<file path="config.mk">
export PLATFORM = sky130hd
export DESIGN_NAME = data_mem_responder
export DESIGN_NICKNAME = d
export VERILOG_FILES = /design/src/rtl/dmem_pkg.sv /design/src/rtl/dmem_ram_array.sv /design/src/rtl/data_mem_responder.sv
export SDC_FILE = /design/constraint.sdc
export NUM_CORES = 1
export LEC_CHECK = 0
export ABC_CLOCK_PERIOD_IN_PS = 7400
export CAP_MARGIN = 25
export CORE_ASPECT_RATIO = 1.25
export CORE_UTILIZATION = 45
export CTS_CLUSTER_DIAMETER = 40
export CTS_CLUSTER_SIZE = 20
export DETAILED_ROUTE_END_ITERATION = 8
export DONT_BUFFER_PORTS = 1
export PLACE_DENSITY_LB_ADDON = 0.05
export SLEW_MARGIN = 10
export SYNTH_ARGS = -nofsm -noshare
export SYNTH_HDL_FRONTEND = slang
export SYNTH_SLANG_ARGS = --single-unit
</file>
<file path="constraint.sdc">
create_clock -name clk_i -period 7.4 [get_ports clk_i]
set_input_delay 0.74 -clock clk_i [delete_from_list [all_inputs] [get_ports clk_i]]
set_output_delay 0.74 -clock clk_i [all_outputs]
set_load 0.01 [all_outputs]
</file>
<file path="src/rtl/dmem_pkg.sv">
// -----------------------------------------------------------------------------
// dmem_pkg
//   Shared definitions for the data-memory responder: FSM state encoding,
//   wait-counter width and a helper that derives the word-index width from
//   the storage depth.
// -----------------------------------------------------------------------------
package dmem_pkg;

   typedef enum logic [1:0] {
      IDLE = 2'd0,
      WAIT = 2'd1,
      RESP = 2'd2
   } dmem_state_t;

   // Wide enough for the largest legal LATENCY (15).
   localparam int DMEM_CNT_W = 4;

   // Word-index width for a power-of-two depth.
   function automatic int dmem_aw(input int depth_words);
      return $clog2(depth_words);
   endfunction

endpackage

</file>
<file path="src/rtl/dmem_ram_array.sv">
// -----------------------------------------------------------------------------
// dmem_ram_array
//   Word storage for the data-memory responder. One synchronous write port
//   and one read port. The read port is combinational so the responder can
//   register the load data itself, with its own reset and error clearing.
//
// Ports
//   clk_i   in  1   clock
//   we      in  1   write enable
//   waddr   in  AW  write word index
//   wdata   in  32  write data
//   raddr   in  AW  read word index
//   rdata   out 32  read data (combinational from raddr)
// -----------------------------------------------------------------------------
module dmem_ram_array #(
   parameter int DEPTH_WORDS = 32,
   parameter int AW          = 5
) (
   input  logic          clk_i,
   input  logic          we,
   input  logic [AW-1:0] waddr,
   input  logic [31:0]   wdata,
   input  logic [AW-1:0] raddr,
   output logic [31:0]   rdata
);

   logic [31:0] mem [DEPTH_WORDS];

   // NOTE: storage has no reset; contents are defined only by writes, which
   // keeps the array mappable onto plain RAM cells.
   always_ff @(posedge clk_i) begin
      if (we) begin
         mem[waddr] <= wdata;
      end
   end

   assign rdata = mem[raddr];

endmodule

</file>
<file path="src/rtl/data_mem_responder.sv">
// -----------------------------------------------------------------------------
// data_mem_responder
//   Memory-side responder for the CPU data port. Accepts one load/store at a
//   time over req/ack, inserts LATENCY wait states, then commits the access
//   and pulses ack_o for one cycle. Back-to-back acceptance is allowed in the
//   ack cycle, so LATENCY=0 sustains one access per cycle.
//
// Optional feature: define DMEM_ERR_EN to flag misaligned or out-of-range
//   accesses on err_o (bad stores write nothing, bad loads return 0).
//   Without it, low address bits and bits above the array are ignored and
//   err_o is constant 0.
//
// Ports
//   clk_i    in  1   clock, rising edge
//   rst_i    in  1   asynchronous active-low reset
//   req_i    in  1   request valid; accepted when busy_o=0
//   we_i     in  1   1=store, 0=load (sampled on acceptance)
//   addr_i   in  32  byte address (sampled on acceptance)
//   wdata_i  in  32  store data (sampled on acceptance)
//   ack_o    out 1   one-cycle completion pulse
//   rdata_o  out 32  load data; valid with ack_o, holds otherwise
//   busy_o   out 1   high while waiting; requests are ignored
//   err_o    out 1   access error, qualified by ack_o
// -----------------------------------------------------------------------------
module data_mem_responder
   import dmem_pkg::*;
#(
   parameter int DEPTH_WORDS = 32,
   parameter int LATENCY     = 2
) (
   input  logic        clk_i,
   input  logic        rst_i,
   input  logic        req_i,
   input  logic        we_i,
   input  logic [31:0] addr_i,
   input  logic [31:0] wdata_i,
   output logic        ack_o,
   output logic [31:0] rdata_o,
   output logic        busy_o,
   output logic        err_o
);

   localparam int AW = dmem_aw(DEPTH_WORDS);

   dmem_state_t           state;
   logic [DMEM_CNT_W-1:0] cnt;

   logic        cap_we;
   logic [31:0] cap_addr;
   logic [31:0] cap_wdata;

   logic          accept;
   logic          commit;
   logic          c_we;
   logic [31:0]   c_addr;
   logic [31:0]   c_wdata;
   logic          c_bad;
   logic [AW-1:0] c_idx;
   logic          ram_we;
   logic [31:0]   ram_rdata;

   assign accept = req_i && (state != WAIT);

   // The access being committed on this edge. With zero wait states the
   // request commits on its own acceptance edge, so it comes straight from
   // the inputs; otherwise it comes from the capture registers at the end
   // of WAIT.
   always_comb begin
      // NOTE: every output of this block gets a default first so no path
      // leaves it unassigned, which would infer a latch.
      commit  = 1'b0;
      c_we    = cap_we;
      c_addr  = cap_addr;
      c_wdata = cap_wdata;
      if (LATENCY == 0) begin
         commit  = accept;
         c_we    = we_i;
         c_addr  = addr_i;
         c_wdata = wdata_i;
      end else begin
         commit  = (state == WAIT) && (cnt == '0);
      end
   end

   assign c_idx = c_addr[AW+1:2];

`ifdef DMEM_ERR_EN
   assign c_bad = (c_addr[1:0] != 2'b00) || (c_addr >= 32'(4 * DEPTH_WORDS));
`else
   // Byte-offset and upper address bits are deliberately ignored (wrap).
   logic addr_unused;
   assign addr_unused = ^{c_addr[31:AW+2], c_addr[1:0]};
   assign c_bad       = 1'b0;
`endif

   assign ram_we = commit && c_we && !c_bad;

   dmem_ram_array #(
      .DEPTH_WORDS (DEPTH_WORDS),
      .AW          (AW)
   ) u_ram (
      .clk_i (clk_i),
      .we    (ram_we),
      .waddr (c_idx),
      .wdata (c_wdata),
      .raddr (c_idx),
      .rdata (ram_rdata)
   );

   // NOTE: sequential state uses non-blocking assignments so every flop
   // samples pre-edge values regardless of statement order.
   always_ff @(posedge clk_i or negedge rst_i) begin
      if (!rst_i) begin
         state     <= IDLE;
         cnt       <= '0;
         cap_we    <= 1'b0;
         cap_addr  <= '0;
         cap_wdata <= '0;
         ack_o     <= 1'b0;
         busy_o    <= 1'b0;
         err_o     <= 1'b0;
         rdata_o   <= '0;
      end else begin
         if (accept) begin
            cap_we    <= we_i;
            cap_addr  <= addr_i;
            cap_wdata <= wdata_i;
         end

         // ack_o/busy_o are registered copies of (next state == RESP/WAIT).
         ack_o  <= 1'b0;
         busy_o <= 1'b0;
         err_o  <= 1'b0;

         case (state)
            IDLE, RESP: begin
               if (accept) begin
                  if (LATENCY == 0) begin
                     state <= RESP;
                     ack_o <= 1'b1;
                  end else begin
                     state  <= WAIT;
                     busy_o <= 1'b1;
                     cnt    <= DMEM_CNT_W'(LATENCY - 1);
                  end
               end else begin
                  state <= IDLE;
               end
            end
            WAIT: begin
               if (cnt == '0) begin
                  state <= RESP;
                  ack_o <= 1'b1;
               end else begin
                  cnt    <= cnt - 1'b1;
                  busy_o <= 1'b1;
               end
            end
            default: state <= IDLE;
         endcase

         // Commit coincides with entering RESP; stores leave rdata_o alone.
         if (commit) begin
            err_o <= c_bad;
            if (!c_we) begin
               rdata_o <= c_bad ? 32'h0 : ram_rdata;
            end
         end
      end
   end

endmodule

</file>
==> flow_summary.toml, run 1 <==
[cts]
clk_latency_ns = 0.73
path_clk_slew_ns = 0.06
clockBufferDepth = 3
cts_tree = "done"
htreeDepth = 4
cts.sinks = 1102
postCtsSetupRepairBufs = 0
cts_root_buffer = "clkbuf_16"
cts_made_buffers = 133

[global_route]
grt_pass1_vias = 21481
grt-ovfl-total = 0
grt_max_degree = 124
antenna_found_initial = 2
grt_usage_pct = 24.0
grt_pass1_wl_um = 157000

[placement]
hpwl_um = 62200
gp_congestion = 0.757
dpl_worst_slack_ns = 3.13
io_buffers = 0
post-place-cells = 3273

[min_path]
hold-path-endpoint = "c_wdata[7]"
whs_path_depth = 1
min-delay-start = "wdata_i[7]"
hold_class = "in2reg"

[yosys]
yosysSeqAreaShare_pct = 77.6
yosysWarnings = 0
synth-main-ff-cell = "edfxtp_1"
synth_area_sq_um = 42200
synth_nets = 2188
synth_edf_count = 1024
synth-seq-cells = 1102
synth.distinct_cells = 52
syn_inst = 2119
postSynth.asyncResetShare_pct = 7.08
syn_area_per_cell_sq_um = 19.9

[outcome]
status = "finished, final reports clean"

[worst_setup_path]
r2r_end = "u_ram.mem[14][10]"
crit_required_ns = 7.77
endpoint_kind = "flop"
critPathKind = "reg2reg"
reg2reg_slack_ns = 3.15
worst_r2r_path_depth = 7
path_cells = "inv_1, ha_1, or3b_4, nor2_1, nand4b_1, nor2_4, buf_4"
cp_slowest_stage_delay_ns = 1.05
cp-start-kind = "flop"
cp_num_buf_inv = 2
critical-path-slowest-cell = "nor2_4"
critical-path-top-delay-family = "simple AND/OR/NAND/NOR gates"
reg2reg_from = "cnt[0]"
crit_fanout = 18
cp.arrival_ns = 4.63

[sta]
finClkSkew_ns = 0.0299
fin_crit_sh_pct = 57.5
period_minus_slack_ns = 4.25
rsz0062_at_grt = "false"
setup_tns_ns = 0
worstMarginPinSlew_ns = 1.07
setup_violations = 0
holdWs_ns = 0.154
max_slew_margin_pct = 28.5
fmax_ghz = 0.235
hold_viol_final = 0
worst_slack_ns = 3.15
slew_violations = 0

[die]
core_area_sq_um = 92900
io_pins = 103
rows = 125
die_x_um = 276
start_util_pct = 45.4
fp.dieH_um = 344
die_area_sq_um = 94900

[routing]
wl_per_cell_um = 31.5
antenna_left = 0
drc = 0
dr.first_iter.drc_count = 1610
num_vias = 20907
post_drt_via_cell_ratio = 5.90
routed_wl_um = 112000
firstDrtPassIters = 5

[cells_and_area]
layoutNonFillerInstCount = 3541
diodes = 0
drive_above_1_share_pct = 23.3
final_nets = 2291
area_delta_synth_final_pct = 16.6

[power]
power_density_nw_per_um2 = 411
irDropWorstVdd_v = 0.000322
leakage_nw = 16.3

[flow_run]
drv_cap = 0
## where the power goes
part / internal (mW) / switching (mW) / leakage [nW]
combinational: 1.96 / 2.71 / 3.88
sequential: 7.95 / 0.764 / 10.1
clock: 4.21 / 2.61 / 2.28
total: 14.1 / 6.08 / 16.3
## layout make-up
type | instances | area, sq um
fill | 7401 | 43700
sequential | 1102 | 32700
multi-input combinational | 887 | 9070
clock buffer | 163 | 3640
tap | 1206 | 1510
timing repair buffer | 91 | 1150
clock inverter | 85 | 1060
inverter | 7 | 26.3
## Yosys cell counts (all sizes together), types with 5 or more instances
cell        n  area, sq um
nand3      21          105
and2        5         31.3
o22ai      83          519
nand2      69          259
inv         7         26.3
mux2i     256         2560
nor4       19          119
a2111oi     9         78.8
o211ai      9         67.6
mux4      137         3090
nor3        5         25.0
clkbuf     35          131
nor2       64          240
a21o        5         37.5
o221ai      7         61.3
a21boi      8         60.1
a22oi      11         82.6
nand2b      7         43.8
nand4      26          163
dfrtp      78         1950
a221oi      7         61.3
o21ai      15         75.1
a21oi       7         35.0
nor2b       6         37.5
edfxtp   1024        30700
a31oi      14         87.6
mux2       48          541
buf        88          477
nand4b      5         43.8
o22a       12          105
## stage by stage
step	instance area (sq um)	power, mW	utilization [%]
after global routing	49200	21.0	52.9
after detailed placement	44000	13.3	47.3
final	49200	20.2	52.9
after CTS	48700	20.1	52.4
after floorplan	42200	11.6	-
after global placement	43800	13.2	47.2
## layout by cell type, fill, tap and decap left out, types with 35 or more instances in the layout
master,n
clkbuf_16,139
o22ai_1,83
nor2_1,35
dfrtp_1,74
mux2i_1,256
buf_4,63
mux2_2,48
nand2_1,68
edfxtp_1,1024
mux4_2,137
## how the worst max path moves through the flow
stage	startpoint	to	slack [ns]	depth (start not counted)
6_report	cnt[0]	u_ram.mem[14][10]	3.15	7
3_3_place_gp	cnt[0]	u_ram.mem[25][30]	2.90	7
5_1_grt	c_addr[3]	rdata_o[2]	2.96	5
2_1_floorplan	cnt[0]	u_ram.mem[8][0]	2.94	8
4_1_cts	cnt[0]	u_ram.mem[19][19]	3.09	7
3_5_place_dp	cnt[0]	u_ram.mem[19][13]	3.13	7
## registers in the layout, summed over array words and instances (netlist names)
name       flops
ack_o          1
busy_o         1
c_addr         5
c_wdata       32
c_we           1
cnt            4
rdata_o       32
state          2
u_ram.mem   1024
## cells by family (layout without fill, tap and decap cells)
family | count (synthesis) | in the layout | share of synthesized area (%)
buf+inv | 130 | 346 | 1.50
other cells | 1 | 1 | 0.00890
compound gates | 201 | 201 | 3.31
flops | 1102 | 1102 | 77.6
mux | 441 | 441 | 14.7
fa+ha+maj | 1 | 1 | 0.0297
xor+xnor | 2 | 2 | 0.0416
simple gates | 241 | 241 | 2.84
## worst reg2reg max path: cells and delay by family, from the launching register on
family        cells  cell delay (ns)
flops             1             0.40
simple gates      4             2.80
buf+inv           2             0.55
fa+ha+maj         1             0.16
## per-layer routing
metal | wire length [um] | part of all wire [%] | vias to the layer above | GRT usage (%)
li1 | - | - | 8932 | -
met1 | 45200 | 40 | 11188 | 31.1
met2 | 57500 | 51 | 610 | 40.7
met3 | 5740 | 5.1 | 177 | 4.30
met4 | 3280 | 2.9 | 0 | 8.04
met5 | 0 | 0 | - | 0
## repair_timing
action | CTS | global route
gates resized for setup | 0 | 0
hold endpoints to repair | 78 | 0
hold buffers | 2 | 0
(Power assumes the default switching activity.)
==> run 2, diff against run 1 <==
--- a/config.mk
+++ b/config.mk
@@ -5,7 +5,7 @@
 export SDC_FILE = /design/constraint.sdc
 export NUM_CORES = 1
 export LEC_CHECK = 0
-export ABC_CLOCK_PERIOD_IN_PS = 7400
+export ABC_CLOCK_PERIOD_IN_PS = 4300
 export CAP_MARGIN = 25
 export CORE_ASPECT_RATIO = 1.25
 export CORE_UTILIZATION = 45
==> constraint.sdc (replaced) <==
create_clock -name clk_i -period 4.3 [get_ports clk_i]
set_input_delay 0.43 -clock clk_i [delete_from_list [all_inputs] [get_ports clk_i]]
set_output_delay 0.43 -clock clk_i [all_outputs]
set_load 0.01 [all_outputs]
==> flow_summary.toml, run 2 (synthesis gave the netlist of run 1 again) <==
[outcome]
violations = "design-rule violations"
status = "finished, violations left"

[cells_and_area]
top_register = "u_ram.mem"
drive_above_1_share_pct = 24.9
layout_commonest_cell = "edfxtp_1"
diodes = 0
area_delta_synth_final_pct = 19.0
largest_reg_flops = 1024
utilization_pct = 54.0
layoutNonFillerInstCount = 3643
final_cell_mix = "edfxtp_1, mux2i_1, clkbuf_16"
fill_cells = 7318
final_nets = 2391

[cts]
ctsResizeCount = 0
path_clk_slew_ns = 0.06
hold_buffers = 41
cts_root_buffer = "clkbuf_16"
cts_tree = "done"
htreeDepth = 4
clockBufferDepth = 3
postCtsSetupRepairBufs = 0
cts_made_buffers = 138
cts.sinks = 1102
clk_latency_ns = 0.73

[sta]
setup_violations = 0
period_minus_slack_ns = 3.62
slew_violations = 0
max_slew_margin_pct = 29.0
worstMarginPinSlew_ns = 1.06
fmax_ghz = 0.276
holdWs_ns = 0.182
worst_slack_ns = 0.678
rsz0062_at_grt = "false"
hold_viol_final = 0
finClkSkew_ns = 0.0270
fin_crit_sh_pct = 84.2
setup_tns_ns = 0

[worst_setup_path]
critPathKind = "reg2reg"
crit_required_ns = 4.72
critical-path-top-delay-family = "simple AND/OR/NAND/NOR gates"
cp_num_buf_inv = 2
cp.arrival_ns = 4.04
crit_fanout = 13
cp_slowest_stage_delay_ns = 0.75
cp-start-kind = "flop"
path_cells = "inv_1, ha_1, or3b_4, nor2_1, nand2_1, or3_1, nor2_4, buf_4"
endpoint_kind = "flop"
critical-path-slowest-cell = "nor2_4"

[die]
die_x_um = 276
io_pins = 103
core_area_sq_um = 92900
rows = 125
start_util_pct = 45.4
fp.dieH_um = 344
die_area_sq_um = 94900

[global_route]
grt_max_degree = 79
grt-ovfl-total = 0
grt_pass1_wl_um = 159000
grt_usage_pct = 24.2
antenna_found_initial = 1
grt_pass1_vias = 22003

[routing]
routed_wl_um = 112000
antenna_left = 0
drc = 2
num_vias = 21268
dr.first_iter.drc_count = 1829
post_drt_via_cell_ratio = 5.84
wl_per_cell_um = 30.9
firstDrtPassIters = 9

[placement]
hpwl_um = 65100
io_buffers = 0
dpl_worst_slack_ns = 0.652
post-place-cells = 3328
gp_congestion = 0.755

[power]
power_density_nw_per_um2 = 697
leakage_nw = 16.8
irDropWorstVdd_v = 0.000526

[min_path]
hold_class = "in2reg"

[flow_run]
drv_cap = 0
[run 2: final timing paths]
check                        from                end  slack [ns]  cells after the start
max                        cnt[0]  u_ram.mem[12][19]        0.68                      8
max reg2reg                cnt[0]  u_ram.mem[12][19]        0.68                      8
min                         req_i         c_wdata[4]        0.18                      2
max in group asynchronous   rst_i         rdata_o[9]        3.50                      2
min in group asynchronous   rst_i        c_wdata[23]        0.32                      2
min reg2reg                cnt[0]             cnt[0]        0.51                      1
[run 2: stage by stage]
step / power [mW] / cell area, sq um
floorplan: 20.0 / 42200
detailed placement: 23.0 / 44500
finish: 35.0 / 50100
global route: 36.3 / 50100
CTS: 34.9 / 49700
global placement: 22.8 / 44500
[run 2: report_power, final]
| part | total, mW | switching [mW] | internal [mW] |
|---|---|---|---|
| Clock | 11.8 | 4.65 | 7.16 |
| Combinational | 8.05 | 4.56 | 3.49 |
| Sequential | 15.1 | 1.41 | 13.7 |
| Total | 35.0 | 10.6 | 24.3 |
[run 2: metal layers]
metal | part of all wire, % | GRT usage (%) | wire length [um] | up-vias
met2 | 52 | 41.4 | 58100 | 557
met4 | 2.7 | 7.83 | 3060 | 0
li1 | - | - | - | 9148
met5 | 0 | 0 | 0 | -
met1 | 41 | 31.3 | 46000 | 11398
met3 | 4.7 | 4.35 | 5300 | 165
[run 2: layout make-up]
type | instances | area [sq um] | area share [%]
Tap cell | 1206 | 1510 | 3.01
Sequential cell | 1102 | 32700 | 65.2
Clock inverter | 100 | 1170 | 2.34
Clock buffer | 155 | 3600 | 7.18
Inverter | 7 | 26.3 | 0.0524
Multi-Input combinational cell | 887 | 9080 | 18.1
Timing Repair Buffer | 186 | 2040 | 4.07
[run 2: worst reg2reg max path: stages, from the launching register on]
cell	delay, ns
dfrtp_1	0.41
inv_1	0.08
ha_1	0.15
or3b_4	0.41
nor2_1	0.44
nand2_1	0.09
or3_1	0.65
nor2_4	0.75
buf_4	0.33
==> run 3, diff against run 2 <==
--- a/config.mk
+++ b/config.mk
@@ -5,7 +5,7 @@
 export SDC_FILE = /design/constraint.sdc
 export NUM_CORES = 1
 export LEC_CHECK = 0
-export ABC_CLOCK_PERIOD_IN_PS = 4300
+export ABC_CLOCK_PERIOD_IN_PS = 2990
 export CAP_MARGIN = 25
 export CORE_ASPECT_RATIO = 1.25
 export CORE_UTILIZATION = 45
==> constraint.sdc (replaced) <==
create_clock -name clk_i -period 2.99 [get_ports clk_i]
set_input_delay 0.299 -clock clk_i [delete_from_list [all_inputs] [get_ports clk_i]]
set_output_delay 0.299 -clock clk_i [all_outputs]
set_load 0.01 [all_outputs]
==> flow_summary.toml, run 3 (synthesis gave the netlist of run 1 again) <==
[outcome]
status = "finished, final reports clean"

[placement]
hpwl_um = 67800
gp_congestion = 0.786
io_buffers = 0
placed_cell_area_sq_um = 45500
dpl_worst_slack_ns = -0.0437
post-place-cells = 3367

[cells_and_area]
fill_cells = 7295
layout_commonest_cell = "edfxtp_1"
final_nets = 2423
diodes = 0
area_delta_synth_final_pct = 20.6
layoutNonFillerInstCount = 3670
postLayoutCellArea_sq_um = 50800
utilization_pct = 54.7
drive_above_1_share_pct = 25.9
multiInputGateArea_sq_um = 9080
regArea_sq_um = 32700
top_register = "u_ram.mem"
largest_reg_flops = 1024
final_cell_mix = "edfxtp_1, mux2i_1, clkbuf_16"

[power]
pwr-share-clk_pct = 32.5
pwr-share-seq_pct = 43.6
irDropWorstVdd_v = 0.000682
power.total_mw = 50.0
power_density_nw_per_um2 = 983
leakage_nw = 17.0
p_sw_share_pct = 30.8
p_comb_share_pct = 23.9
switchingPower_mw = 15.4
p_int_mw = 34.6

[cts]
clockBufferDepth = 3
clk_latency_ns = 0.74
cts_tree = "done"
cts.sinks = 1102
cts_root_buffer = "clkbuf_16"
htreeDepth = 4
postCtsSetupRepairBufs = 0
cts_made_buffers = 135
path_clk_slew_ns = 0.06

[min_path]
hold_class = "in2reg"
whs_path_depth = 3
hold-path-endpoint = "c_we"
min-delay-start = "req_i"

[die]
core_area_sq_um = 92900
rows = 125
start_util_pct = 45.4
fp.dieH_um = 344
die_area_sq_um = 94900
io_pins = 103
die_x_um = 276

[sta]
max_slew_margin_pct = 34.5
rsz0062_at_grt = "false"
setup_tns_ns = 0
setup_violations = 0
holdWs_ns = 0.152
period_minus_slack_ns = 2.91
worst_slack_ns = 0.0845
slew_violations = 0
fin_crit_sh_pct = 97.2
hold_viol_final = 0
worstMarginPinSlew_ns = 0.982
finClkSkew_ns = 0.0256
fmax_ghz = 0.344

[routing]
num_vias = 21468
wl_per_cell_um = 31.4
routed_wl_um = 115000
firstDrtPassIters = 5
dr.first_iter.drc_count = 1756
post_drt_via_cell_ratio = 5.85
antenna_left = 0
drc = 0

[worst_setup_path]
path_cells = "buf_4, nand4_1, buf_4, buf_4, o221ai_1, a2111oi_1, buf_4, a31oi_1"
cp.arrival_ns = 3.50
worst_r2r_path_depth = 8
cp_slowest_stage_delay_ns = 0.65
reg2reg_from = "c_addr[4]"
r2r_end = "rdata_o[12]"
cp-start-kind = "flop"
crit_fanout = 16
cpMostUsedCell = "buf_4"
critical-path-slowest-cell = "dfrtp_1"
endpoint_kind = "flop"
critPathKind = "reg2reg"
crit_required_ns = 3.59
reg2reg_slack_ns = 0.08

[global_route]
antenna_found_initial = 0
grt-ovfl-total = 0
grt_max_degree = 79
grt_pass1_vias = 22206
grt_usage_pct = 24.7
grt_pass1_wl_um = 162000

[flow_run]
drv_cap = 0
==> run 3: final cells by class <==
class | count | share of cell area, %
Inverter | 7 | 0.0517
Tap cell | 1206 | 2.97
Multi-Input combinational cell | 887 | 17.9
Timing Repair Buffer | 221 | 5.84
Sequential cell | 1102 | 64.3
Clock buffer | 164 | 7.16
Clock inverter | 83 | 1.77
==> run 3: metal layers <==
| layer | wire length [um] | vias to the layer above | global-route usage [%] | share of wire [%] |
|---|---|---|---|---|
| li1 | - | 9218 | - | - |
| met1 | 47300 | 11503 | 32.7 | 41 |
| met2 | 59100 | 568 | 41.9 | 51 |
| met3 | 5170 | 179 | 3.53 | 4.5 |
| met4 | 3620 | 0 | 8.70 | 3.1 |
| met5 | 0 | - | 0 | 0 |
==> run 3: repair_timing <==
item / in CTS / in global routing
resized for setup: 1 / 0
hold buffers: 41 / 0
hold endpoints to repair: 122 / 0
endpoints found under the setup margin: 1 / 0
==> run 3: worst max path at each step <==
stage | startpoint | end | slack (ns) | cells past startpoint
after floorplan | c_addr[2] | u_ram.mem[3][0] | -0.46 | 7
after global placement | c_addr[4] | rdata_o[12] | -0.04 | 8
after detailed placement | c_addr[4] | rdata_o[12] | -0.04 | 8
after CTS | c_addr[4] | rdata_o[12] | 0.10 | 8
after global routing | c_addr[4] | rdata_o[12] | 0.01 | 8
final | c_addr[4] | rdata_o[12] | 0.08 | 8
==> run 3: power groups by stage <==
stage               Clock, mW  Sequential [mW]  Combinational [mW]
CTS                      16.5             22.6                10.8
global placement            0             22.7                10.6
finish                   16.2             21.8                11.9
floorplan                   0             21.4                7.35
global route             17.1             22.0                12.7
detailed placement          0             22.9                10.7
==> run 3: worst max-delay path, delay by kind of cell, from the launching register on <==
kind            cells  cell delay [ns]
buf+inv             4             1.16
simple gates        1             0.15
compound gates      3             0.78
flops               1             0.65
